**src/rtl/uart_arb_pkg.sv**
```systemverilog
// Shared definitions for the UART command arbiter: idle byte, output FSM states
// and the arbitration policy selectors.
package uart_arb_pkg;

  localparam int unsigned IDLE_BYTE = 0;

  localparam int ARB_FIXED = 0;
  localparam int ARB_RR    = 1;

  typedef enum logic {
    ST_IDLE = 1'b0,
    ST_BUSY = 1'b1
  } state_e;

endpackage

```
**src/rtl/uart_arb_fifo.sv**
```systemverilog
// Command byte queue for the UART arbiter. Power-of-two depth; pointers wrap
// naturally and full/empty are decoded from the occupancy count.
module uart_arb_fifo #(
  parameter int DATA_W     = 8,
  parameter int FIFO_DEPTH = 4
) (
  input  logic                          clock,
  input  logic                          reset,
  input  logic                          push,
  input  logic                          pop,
  input  logic [DATA_W-1:0]             wr_data,
  output logic [DATA_W-1:0]             rd_data,
  output logic                          full,
  output logic                          empty,
  output logic [$clog2(FIFO_DEPTH):0]   level
);

  localparam int AW = $clog2(FIFO_DEPTH);

  logic [AW-1:0]     wr_ptr_q, wr_ptr_d;
  logic [AW-1:0]     rd_ptr_q, rd_ptr_d;
  logic [AW:0]       level_q, level_d;
  logic [DATA_W-1:0] mem_q [FIFO_DEPTH];
  logic              do_push, do_pop;

  assign full    = (level_q == (AW+1)'(FIFO_DEPTH));
  assign empty   = (level_q == '0);
  assign do_push = push && !full;
  assign do_pop  = pop && !empty;
  assign rd_data = mem_q[rd_ptr_q];
  assign level   = level_q;

  always_comb begin
    wr_ptr_d = wr_ptr_q;
    rd_ptr_d = rd_ptr_q;
    level_d  = level_q;
    if (do_push) wr_ptr_d = wr_ptr_q + AW'(1);
    if (do_pop)  rd_ptr_d = rd_ptr_q + AW'(1);
    case ({do_push, do_pop})
      2'b10:   level_d = level_q + (AW+1)'(1);
      2'b01:   level_d = level_q - (AW+1)'(1);
      default: level_d = level_q;
    endcase
  end

  always_ff @(posedge clock or negedge reset) begin
    if (!reset) begin
      wr_ptr_q <= '0;
      rd_ptr_q <= '0;
      level_q  <= '0;
    end else begin
      wr_ptr_q <= wr_ptr_d;
      rd_ptr_q <= rd_ptr_d;
      level_q  <= level_d;
    end
  end

  // Storage carries data only, so it is left out of the reset domain.
  always_ff @(posedge clock) begin
    if (do_push) mem_q[wr_ptr_q] <= wr_data;
  end

endmodule

```
**src/rtl/uart_cmd_arbiter.sv**
```systemverilog
// Arbitrates command bytes from several sources into a FIFO feeding a UART.
// Optional UART_ARB_STATS_EN adds a saturating tx_count of loaded command bytes.
module uart_cmd_arbiter
  import uart_arb_pkg::*;
#(
  parameter int NUM_SRC    = 2,
  parameter int DATA_W     = 8,
  parameter int FIFO_DEPTH = 4,
  parameter int ARB_MODE   = 0
) (
  input  logic                        clock,
  input  logic                        reset,
  input  logic [NUM_SRC*DATA_W-1:0]   src_bits,
  input  logic [NUM_SRC-1:0]          src_valid,
  output logic [NUM_SRC-1:0]          src_ready,
  input  logic [NUM_SRC-1:0]          src_en,
  output logic [DATA_W-1:0]           tx_bits,
  input  logic                        tx_done,
  output logic [$clog2(FIFO_DEPTH):0] fifo_level
`ifdef UART_ARB_STATS_EN
  ,
  output logic [15:0]                 tx_count
`endif
);

  localparam int PW = $clog2(NUM_SRC);

  logic [PW-1:0]     last_q, last_d;
  logic [NUM_SRC-1:0] eligible;
  logic [PW-1:0]     grant_idx;
  logic              grant_vld;
  int                idx;

  logic              fifo_full, fifo_empty, push, pop;
  logic [DATA_W-1:0] push_data, fifo_head;

  state_e            state_q, state_d;
  logic [DATA_W-1:0] tx_bits_q, tx_bits_d;

  assign eligible = src_valid & src_en;

  // Scan order starts at 0 for fixed priority, or just past the last grant for round robin.
  always_comb begin
    grant_vld = 1'b0;
    grant_idx = '0;
    idx       = 0;
    for (int k = 0; k < NUM_SRC; k++) begin
      if (ARB_MODE == ARB_RR) idx = (int'(last_q) + 1 + k) % NUM_SRC;
      else                    idx = k;
      if (!grant_vld && eligible[idx]) begin
        grant_vld = 1'b1;
        grant_idx = PW'(idx);
      end
    end
  end

  always_comb begin
    src_ready = '0;
    if (reset && grant_vld && !fifo_full) src_ready[grant_idx] = 1'b1;
  end

  assign push      = |src_ready;
  assign push_data = src_bits[int'(grant_idx)*DATA_W +: DATA_W];
  assign last_d    = push ? grant_idx : last_q;

  uart_arb_fifo #(
    .DATA_W     (DATA_W),
    .FIFO_DEPTH (FIFO_DEPTH)
  ) u_fifo (
    .clock   (clock),
    .reset   (reset),
    .push    (push),
    .pop     (pop),
    .wr_data (push_data),
    .rd_data (fifo_head),
    .full    (fifo_full),
    .empty   (fifo_empty),
    .level   (fifo_level)
  );

  // tx_bits only moves on a tx_done edge so each byte spans one whole frame.
  always_comb begin
    state_d   = state_q;
    tx_bits_d = tx_bits_q;
    pop       = 1'b0;
    case (state_q)
      ST_IDLE: begin
        if (tx_done && !fifo_empty) begin
          tx_bits_d = fifo_head;
          pop       = 1'b1;
          state_d   = ST_BUSY;
        end
      end
      ST_BUSY: begin
        if (tx_done) begin
          if (!fifo_empty) begin
            tx_bits_d = fifo_head;
            pop       = 1'b1;
          end else begin
            tx_bits_d = DATA_W'(IDLE_BYTE);
            state_d   = ST_IDLE;
          end
        end
      end
      default: state_d = ST_IDLE;
    endcase
  end

  always_ff @(posedge clock or negedge reset) begin
    if (!reset) begin
      state_q   <= ST_IDLE;
      tx_bits_q <= DATA_W'(IDLE_BYTE);
      last_q    <= PW'(NUM_SRC - 1);
    end else begin
      state_q   <= state_d;
      tx_bits_q <= tx_bits_d;
      last_q    <= last_d;
    end
  end

  assign tx_bits = tx_bits_q;

`ifdef UART_ARB_STATS_EN
  logic [15:0] tx_count_q, tx_count_d;

  always_comb begin
    tx_count_d = tx_count_q;
    if (pop && tx_count_q != 16'hFFFF) tx_count_d = tx_count_q + 16'd1;
  end

  always_ff @(posedge clock or negedge reset) begin
    if (!reset) tx_count_q <= '0;
    else        tx_count_q <= tx_count_d;
  end

  assign tx_count = tx_count_q;
`endif

endmodule

```
**config.mk**
```make
export PLATFORM = sky130hd
export DESIGN_NAME = uart_cmd_arbiter
export DESIGN_NICKNAME = d
export VERILOG_FILES = /design/src/rtl/uart_arb_pkg.sv /design/src/rtl/uart_arb_fifo.sv /design/src/rtl/uart_cmd_arbiter.sv
export SDC_FILE = /design/constraint.sdc
export NUM_CORES = 1
export LEC_CHECK = 0
export CAP_MARGIN = 15
export CORE_UTILIZATION = 52
export DETAILED_ROUTE_END_ITERATION = 10
export PLACE_DENSITY = 0.79
export SLEW_MARGIN = 10
export SYNTH_ARGS = -nofsm -noshare
export SYNTH_HDL_FRONTEND = slang
export SYNTH_SLANG_ARGS = --single-unit
```
**constraint.sdc**
```tcl
create_clock -name clock -period 2.5 [get_ports clock]
set_clock_uncertainty 0.05 [all_clocks]
set_input_delay 0.5 -clock clock [delete_from_list [all_inputs] [get_ports clock]]
set_output_delay 0.5 -clock clock [all_outputs]
set_load 0.03 [all_outputs]
```
Word-level counts from Yosys, hierarchy flattened
Memory sizes are Yosys's and may differ from the RTL's.
Cells that the tools add are included.
- flip-flop bits (word level): 16
- RAM bits: 32
- output and inout port bits: 13
- word-level logic and storage cells: 53
- memories: 1
- add/sub/neg operators: 4
- order comparisons: 2
- eq/ne operators: 5
- shift-type cells: 1
- muxes and demuxes: 19
- bitwise logic cells: 2
- reductions and logical operators: 14
- memory list (name ; depth ; bits a word ; rd ports ; clocked after memory_dff ; wr ports ; line ; RTL):
    u_fifo.mem_q ; 4 ; 8 ; 1 ; 0 ; 1 ; uart_arb_fifo.sv:23 ; logic [DATA_W-1:0] mem_q [FIFO_DEPTH];
- operators by type and width (operator ; count):
    8-bit two-way mux ; 3
    8-bit one-hot mux with 2 select lines ; 1
    16-bit by 5-bit indexed part select with 8-bit output ; 1
    1-bit two-way mux ; 10
    1-bit logical AND ; 7
    3-bit one-hot mux with 2 select lines ; 1
    2-bit by 1-bit adder with 2-bit output (second input constant) ; 2
    2-bit inequality test (second input constant) ; 2
    1-bit one-hot mux with 2 select lines ; 2
    3-bit by 1-bit adder with 3-bit output (second input constant) ; 1
    3-bit == test (second input constant) ; 1
    1-bit zero test ; 3
    3-bit zero test ; 1
    3-bit by 1-bit subtractor with 3-bit output (second input constant) ; 1
    2-bit AND ; 1
    2-bit by 1-bit == test with 1-bit output (second input constant) ; 1
    2-bit == test (second input constant) ; 1
    1-bit by 2-bit less-than comparator with 1-bit output (second input constant) ; 1
    2-bit two-way mux ; 1
    2-bit AND reduction ; 1
    2-bit nonzero test ; 1
    2-bit OR reduction ; 1
    1-bit demux with 1-bit select ; 1
    1-bit >= comparator (second input constant) ; 1
    1-bit inverter ; 1

Logic depth before layout (Yosys ltp)
Gate-level depths: netlist of run 1.
- depth in word-level cells: 14
- gate-level depth with buffers: 8
- gate-level depth less buffers: 8

Modules after synthesis
Synthesis of run 1 repeated with hierarchy kept, for this count alone.
- cell total of the unflattened synthesis: 117
- area, all modules: 2059.5 µm²
- by module, submodules not included (module ; instances ; cells an instance ; area each (µm²) ; sequential area each (µm²)):
    uart_arb_fifo ; 1 ; 79 ; 1592.8 ; 1136.1
    uart_cmd_arbiter ; 1 ; 38 ; 466.7 ; 225.2

Least setup slack after synthesis of run 1
No wires, ideal clock.
- kind: reg-to-reg
- from: reg u_fifo.level_q[2], in the netlist u_fifo.level[2]
- to: reg u_fifo.level_q[2], in the netlist u_fifo.level[2]
- setup time: 0.080 ns
- data arrival time: 2.124 ns
- required time: 2.370 ns
- setup slack: 0.246 ns
- cell stages (with the launch flop): 9
- path buffers: 0
- cell sequence: dfrtp_1 -> inv_2 -> o311ai_4 -> ha_1 -> inv_1 -> fa_1 -> xor2_1 -> nor2_1 -> xnor2_1
- cells in the longest elaborated chain, start to end: 8
- RTL lines (what ; line ; RTL):
    start: declaration ; uart_arb_fifo.sv:22 ; logic [AW:0] level_q, level_d;
    start signal: assignment ; uart_arb_fifo.sv:54 ; level_q <= level_d;
    3-bit zero test or 3-bit == test (tied branches) ; uart_arb_fifo.sv:27, uart_arb_fifo.sv:26 ;
    1-bit zero test (on tied branches) ; - ;
    1-bit logical AND (on tied branches) ; uart_cmd_arbiter.sv:88, uart_cmd_arbiter.sv:59 ;
    1-bit two-way mux or 2-bit two-way mux (tied branches) ; uart_cmd_arbiter.sv:88, uart_cmd_arbiter.sv:59 ;
    1-bit one-hot mux with 2 select lines or 2-bit OR reduction (tied branches) ; uart_cmd_arbiter.sv:86, uart_cmd_arbiter.sv:62 ;
    1-bit logical AND (on tied branches) ; uart_arb_fifo.sv:29, uart_arb_fifo.sv:28 ;
    2-bit by 1-bit == test with 1-bit output or 2-bit == test (tied branches) ; uart_arb_fifo.sv:39 ; case ({do_push, do_pop})
    3-bit one-hot mux with 2 select lines or 2-bit nonzero test (tied branches) ; - ;
Several ways; a longest one is shown, not always the timed one.
A chain may end at the register's enable or synchronous reset.

Worst setup path after layout of run 1
- from: in src_valid[0]
- to: out src_ready[0]
- cells in the longest elaborated chain, start to end: 10
- RTL lines (what ; line ; RTL):
    start: declaration ; uart_cmd_arbiter.sv:14 ; input logic [NUM_SRC-1:0] src_valid,
    2-bit AND * ; uart_cmd_arbiter.sv:40 ; assign eligible = src_valid & src_en;
    1-bit two-way mux * ; uart_cmd_arbiter.sv:50 ; if (!grant_vld && eligible[idx]) begin
    1-bit zero test ; uart_cmd_arbiter.sv:50 ;
    1-bit logical AND ; uart_cmd_arbiter.sv:50 ;
    1-bit two-way mux ; uart_cmd_arbiter.sv:50 ;
    1-bit by 2-bit less-than comparator with 1-bit output (not written as such) or 1-bit >= comparator (tied branches) ; uart_cmd_arbiter.sv:59 ; if (reset && grant_vld && !fifo_full) src_ready[grant_idx] = 1'b1;
    1-bit logical AND (not written as such) ; uart_cmd_arbiter.sv:59 ;
    1-bit two-way mux (not written as such) ; uart_cmd_arbiter.sv:59 ;
    1-bit demux with 1-bit select ; uart_cmd_arbiter.sv:59 ;
    2-bit two-way mux * ; uart_cmd_arbiter.sv:59 ;
    end: declaration ; uart_cmd_arbiter.sv:15 ; output logic [NUM_SRC-1:0] src_ready,
Mark *: on every way between the ends. The rest lies on a longest branch, timed or not.

==> results of run 1 <==
worst min path at each step:
stage,end,startpoint,slack (ns)
2_1_floorplan,async pin,reset,0.15
3_3_place_gp,tx_bits[7],tx_bits[7],0.44
3_5_place_dp,tx_bits[7],tx_bits[7],0.44
4_1_cts,tx_bits[7],tx_bits[7],0.46
5_1_grt,tx_bits[7],tx_bits[7],0.47
6_report,tx_bits[7],tx_bits[7],0.45
cells by family after synthesis:
family                     after synthesis  synth area share [%]
AOI/OAI and AO/OA                       13                 7.349
xor gates and xnor gates                 6                 2.572
adders and majority gates                6                 4.042
buffers and inverters                   14                 2.817
DFF                                     48                 66.63
muxes                                   18                 14.45
and+or+nand+nor                         10                 2.143
synthesized netlist by cell type, drive strengths merged:
library cell | instances | share of area, %
mux4 | 8 | 8.8
nand2 | 2 | 0.37
o31a | 1 | 0.49
buf | 3 | 0.80
xor2 | 2 | 0.86
dfrtp | 16 | 20
and2b | 1 | 0.43
o311ai | 1 | 1.3
fa | 1 | 0.98
a21o | 1 | 0.37
nand3 | 1 | 0.24
mux2 | 9 | 5.1
inv | 11 | 2.0
ha | 5 | 3.1
o41ai | 1 | 1.3
xnor2 | 4 | 1.7
a22o | 9 | 3.9
edfxtp | 32 | 47
nor2 | 6 | 1.1
mux2i | 1 | 0.49
worst register-to-register path: cells and delay by family, from the launching register on:
kind / cells / cell delay (ns)
AOI/OAI and AO/OA: 1 / 0.35
buffers and inverters: 1 / 0.07
adders and majority gates: 2 / 0.63
xor gates and xnor gates: 2 / 0.29
and+or+nand+nor: 1 / 0.11
DFF: 1 / 0.49
through the flow:
step | cell area (um^2) | power [mW] | utilization, % | hold slack [ns] | setup slack [ns]
finish | 2580 | 2.668 | 69.43 | 0.4529 | 0.08170
global route | 2580 | 2.815 | 69.43 | 0.4742 | 0.006457
CTS | 2580 | 2.693 | 69.43 | 0.4587 | 0.08229
detailed placement | 2492 | 2.241 | 67.07 | 0.4390 | 0.01883
global placement | 2492 | 2.188 | 67.07 | 0.4360 | 0.1152
floorplan | 2043 | 1.871 | - | 0.1544 | 0.2457
state kept, by name, indices dropped and copies added, names as in the netlist, named ones only:
signal / cells
u_fifo.wr_ptr_q: 2
tx_bits: 8
u_fifo.mem_q: 32
u_fifo.level: 3
u_fifo.rd_ptr_q: 2
final cells by class:
class / count / area share (%)
repair buffers: 43 / 15.71
clock inverters: 3 / 0.7275
inverters: 11 / 1.600
well taps: 48 / 2.328
multi-input cells: 53 / 24.20
clock buffers: 5 / 2.667
flip-flops and latches: 48 / 52.76
power groups by stage:
stage / clock network (mW) / registers, mW / logic [mW]
floorplan: 0 / 1.34 / 0.533
global placement: 0 / 1.25 / 0.938
detailed placement: 0 / 1.26 / 0.977
CTS: 0.464 / 1.25 / 0.981
global route: 0.494 / 1.27 / 1.05
finish: 0.450 / 1.24 / 0.974
per-layer routing:
metal  GRT usage, %  wire (um)
met5              0          0
met1          22.90       1474
met4          10.00         63
met2          36.45       1996
met3          4.225        120
==> impl_metrics.tcl, run 1 <==
set metrics [dict create \
    rows 22 \
    postSynthRegisterBits 48 \
    max-slew-margin-rel_pct 60.33 \
    worst_r2r_startpoint "u_fifo.level[0]" \
    critical_path.endpoint_type "output pin" \
    max_slew.worst_pin.slew_ns 0.5950 \
    timing.reg2reg.setup_slack_ns 0.43 \
    cp_max_fo 8 \
    timing_max_transition_violations_final 0 \
    hold-path-cell-count 1 \
    antenna_cells 0 \
    synthesis.instances 115 \
    switching_share_pct 34.96 \
    finalSetupTns_ns 0 \
    num_vias 1141 \
    dp_hpwl_um 2550 \
    final.period_utilization_pct 96.73 \
    die-height_um 64.69 \
    startpoint_class_of_the_critical_path "input pin" \
    worstPathRequired_ns 1.95 \
    drt_first_pass_iters 4 \
    clock.fmax_mhz 413.5 \
    cts_num_sinks 48 \
    crit_buf_inv 3 \
    cts_resizes 0 \
    grt.total_usage_pct 20.34 \
    clk_pin_slew_worst_paths_ns 0.08 \
    cts_hold_buf 0 \
    wl_per_cell_um 17.32 \
    power.share.clock_pct 16.9 \
    globalplace.congestion 0.7226 \
    fin_cells 211 \
    post-route-drc-count 0 \
    layout.cells.most_common "sky130_fd_sc_hd__clkdlybuf4s50_1" \
    hold_viol 0 \
    avgViaCountPerCell 5.408 \
    crit_slowest_cell "sky130_fd_sc_hd__clkdlybuf4s50_1" \
    synth_warnings 0 \
    multi_input_area_um2 624.3 \
    num_cts_buffers 5 \
    seq_power_share_pct 46.6 \
    grt_remaining_overflow 0 \
    global_route_wire_length_before_repair_um 5961 \
    clock_path_buffers 2 \
    outcome "finished clean" \
    layout_common_cells "33 x sky130_fd_sc_hd__clkdlybuf4s50_1, 32 x sky130_fd_sc_hd__edfxtp_1, 16 x sky130_fd_sc_hd__dfrtp_1, 10 x sky130_fd_sc_hd__inv_1, 10 x sky130_fd_sc_hd__buf_4" \
    critical_path.startpoint "src_valid[0]" \
    syn_area_per_cell_um2 17.77 \
    worst_ep_arrival_time_ns 1.87 \
    final_critical_delay_including_setup_and_external_delays_ns 2.418 \
    insertion_delay_to_the_later_sink_of_the_worst_skew_pair_ns 0.31 \
    count_of_antenna_violating_nets_left_after_detailed_routing 0 \
    initial_utilization_pct 54.98 \
    totalWireLength_um 3655 \
    drt_iter0_markers 31 \
    post_cts.repair.setup_buffers 0 \
    critPathTopFamily "buffers and inverters" \
    die_area_mm2 0.004184 \
    core_area_mm2 0.003716 \
    placed_cells 203 \
    synth_nets 144 \
    grt_start_max_net_pins 17 \
    power_report.internal_total_mw 1.735 \
    power_leakage_nw 0.9846 \
    r2r_end "u_fifo.level[2]" \
    dieWidth_um 64.69 \
    nFillCells 256 \
    path_depth 6 \
    maxCapViolCount 0 \
    grt_pass1_vias 1261 \
    critical-path-top-cell-by-count "sky130_fd_sc_hd__buf_4" \
    cts_tree "done" \
    final-setup-viol-count 0 \
    timing.critical_path.to "src_ready[0]" \
    area.sequential_mm2 0.001361 \
    syn-cell-area_mm2 0.002043 \
    rsz0062_at_grt "false" \
    initial_antenna_violation_count 0 \
    cells_along_the_critical_path "clkdlybuf4s50_1 -> a22o_1 -> o311ai_4 -> buf_4 -> and2b_2 -> buf_4" \
    vdd.ir_drop.worst_v 0.0005239 \
    drive_above_1_share_pct 23.93 \
    pwr-share-comb_pct 36.5 \
    crit_path_largest_cell_delay_ns 0.42 \
    io_pins 36 \
    synthToLayoutAreaGrowth_pct 26.27 \
    ctsRootBufferMaster "sky130_fd_sc_hd__clkbuf_8" \
    net_switching_power_figure_mw 0.9327 \
    worstSetupPathType "in2out" \
    clock_tree.htree_level_count 2 \
    number_of_nets_in_the_finished_design 191 \
    synth_seq_area_share_pct 66.63 \
    post_synth_num_cell_types 24 \
    power-per-cell-area_mw_per_mm2 1034 \
    buffer_ports.inserted 35 \
    hp-class "reg2reg" \
    worst_r2r_path_depth 7 \
]
Power figures use the tool's default switching activity.
==> run 2, diff against run 1 <==
--- a/config.mk
+++ b/config.mk
@@ -6,9 +6,10 @@
 export NUM_CORES = 1
 export LEC_CHECK = 0
 export CAP_MARGIN = 15
-export CORE_UTILIZATION = 52
+export CORE_UTILIZATION = 56
 export DETAILED_ROUTE_END_ITERATION = 10
-export PLACE_DENSITY = 0.79
+export PLACE_DENSITY = 0.84
+export SKIP_LAST_GASP = 1
 export SLEW_MARGIN = 10
 export SYNTH_ARGS = -nofsm -noshare
 export SYNTH_HDL_FRONTEND = slang
==> constraint.sdc (replaced) <==
create_clock -name clock -period 3 [get_ports clock]
set_clock_uncertainty 0.05 [all_clocks]
set_input_delay 0.6 -clock clock [delete_from_list [all_inputs] [get_ports clock]]
set_output_delay 0.6 -clock clock [all_outputs]
set_load 0.03 [all_outputs]
==> run 2 against run 1 <==
Effect of this change: critical path depth down 1; clock-buffer cell count up 1; clock power down 19%; flip-flop and latch count unchanged; via count down 1.4%; total power down 17%; combinational power down 17%; design area down 0.82%; register-to-register slack better by 0.29 ns; highest routed layer unchanged.
==> impl_metrics.tcl, run 2 (synthesized netlist as in run 1, its figures left out) <==
set metrics [dict create \
    clock_tree.htree_level_count 2 \
    number_of_nets_in_the_finished_design 190 \
    worstPathRequired_ns 2.35 \
    cts_hold_buf 0 \
    num_vias 1125 \
    worst_ep_arrival_time_ns 1.85 \
    finalSetupTns_ns 0 \
    outcome "finished clean" \
    dieWidth_um 62.41 \
    detailroute.wirelength.met3_um 127 \
    drt_iter0_markers 53 \
    layout_common_cells "33 x sky130_fd_sc_hd__clkdlybuf4s50_1, 32 x sky130_fd_sc_hd__edfxtp_1, 16 x sky130_fd_sc_hd__dfrtp_1, 10 x sky130_fd_sc_hd__inv_1" \
    io_pins 36 \
    largest_reg_flops 32 \
    clock_path_buffers 2 \
    global_route_wire_length_before_repair_um 5775 \
    num_cts_buffers 5 \
    layout.cells.most_common "sky130_fd_sc_hd__clkdlybuf4s50_1" \
    rows 21 \
    insertion_delay_to_the_later_sink_of_the_worst_skew_pair_ns 0.36 \
    final-setup-viol-count 0 \
    top_register "u_fifo.mem_q" \
    worstSetupPathType "in2out" \
    rsz0062_at_grt "false" \
    power_leakage_nw 0.9846 \
    final_critical_delay_including_setup_and_external_delays_ns 2.503 \
    power-per-cell-area_mw_per_mm2 861.5 \
    initial_antenna_violation_count 0 \
    startpoint_class_of_the_critical_path "input pin" \
    maxCapViolCount 0 \
    routed.top_layer "met4" \
    max-slew-margin-rel_pct 58.09 \
    grt_pass1_vias 1165 \
    antenna_cells 0 \
    hold-worst-slack_ns 0.4823 \
    dp_hpwl_um 2474 \
    met1Wirelength_um 1382 \
    ctsRootBufferMaster "sky130_fd_sc_hd__clkbuf_4" \
    timing_max_transition_violations_final 0 \
    buffer_ports.inserted 35 \
    clock.fmax_mhz 399.5 \
    post-route-drc-count 0 \
    fin_cells 208 \
    vdd.ir_drop.worst_v 0.0004765 \
    cts_num_sinks 48 \
    grt_start_max_net_pins 17 \
    cts_resizes 0 \
    synthToLayoutAreaGrowth_pct 25.23 \
    critical_path.endpoint_type "output pin" \
    max_slew.worst_pin.slew_ns 0.6265 \
    core_area_mm2 0.003416 \
    cp_max_fo 9 \
    cts_tree "done" \
    final.period_utilization_pct 83.43 \
    dr_wl_met2_um 1910 \
    drive_above_1_share_pct 23.46 \
    globalplace.congestion 0.7796 \
    count_of_antenna_violating_nets_left_after_detailed_routing 0 \
    drt_first_pass_iters 4 \
    grt.total_usage_pct 20.67 \
    hold_viol 0 \
    avgViaCountPerCell 5.409 \
    placed_cells 200 \
    totalWireLength_um 3465 \
    clk_pin_slew_worst_paths_ns 0.12 \
    wl_per_cell_um 16.66 \
    die-height_um 62.41 \
    initial_utilization_pct 59.82 \
    hp-class "reg2reg" \
    die_area_mm2 0.003894 \
    post_cts.repair.setup_buffers 0 \
    grt_remaining_overflow 0 \
]
==> run 2: cell types whose count changed in the layout (fill, tap and decap cells not counted), sizes merged <==
cell	delta
clkbuf	+1
clkinvlp	-2
buf	-1
bufinv	+1
==> run 2: report_power, final <==
group | internal (mW) | switching [mW] | leakage (nW)
Combinational | 0.421 | 0.385 | 0.461
Sequential | 0.861 | 0.173 | 0.481
Clock | 0.175 | 0.189 | 0.0422
Total | 1.46 | 0.748 | 0.985
==> run 2: path summary, 6_finish.rpt <==
| kind | from | end | slack (ns) | cells past startpoint |
|---|---|---|---|---|
| max | src_valid[0] | src_ready[0] | 0.50 | 5 |
| min | tx_bits[7] | tx_bits[7] | 0.48 | 1 |
| max reg2reg | u_fifo.level[0] | u_fifo.level[2] | 0.72 | 7 |
| min reg2reg | tx_bits[7] | tx_bits[7] | 0.48 | 1 |
| max in group asynchronous | reset | tx_bits[6] | 2.11 | 2 |
| min in group asynchronous | reset | async pin | 0.61 | 2 |
==> run 2: per-layer routing <==
metal	vias up	GRT usage [%]
li1	523	-
met1	563	25.68
met2	32	34.65
met3	7	5.292
met4	0	8.430
met5	-	0
==> run 2: through the flow <==
| stage | power, mW | setup WS (ns) | cell area [um^2] | util, % |
|---|---|---|---|---|
| floorplan | 1.559 | 0.7457 | 2043 | - |
| global placement | 1.821 | 0.4155 | 2482 | 72.67 |
| detailed placement | 1.860 | 0.3057 | 2482 | 72.67 |
| CTS | 2.222 | 0.4932 | 2559 | 74.91 |
| global route | 2.328 | 0.4243 | 2559 | 74.91 |
| finish | 2.204 | 0.4970 | 2559 | 74.91 |
==> run 2: worst max-delay path, cell delays in order <==
cell	delay, ns
sky130_fd_sc_hd__clkdlybuf4s50_1	0.42
sky130_fd_sc_hd__a22o_1	0.27
sky130_fd_sc_hd__o311ai_4	0.13
sky130_fd_sc_hd__and2b_2	0.27
sky130_fd_sc_hd__buf_4	0.16
==> run 2: final cells by class <==
class	count	area, um^2
multi-input cells	53	624.3
fillers	218	857.1
flip-flops and latches	48	1361
clock inverters	2	35.03
inverters	11	41.29
well taps	46	57.56
repair buffers	42	397.9
clock buffers	6	41.29
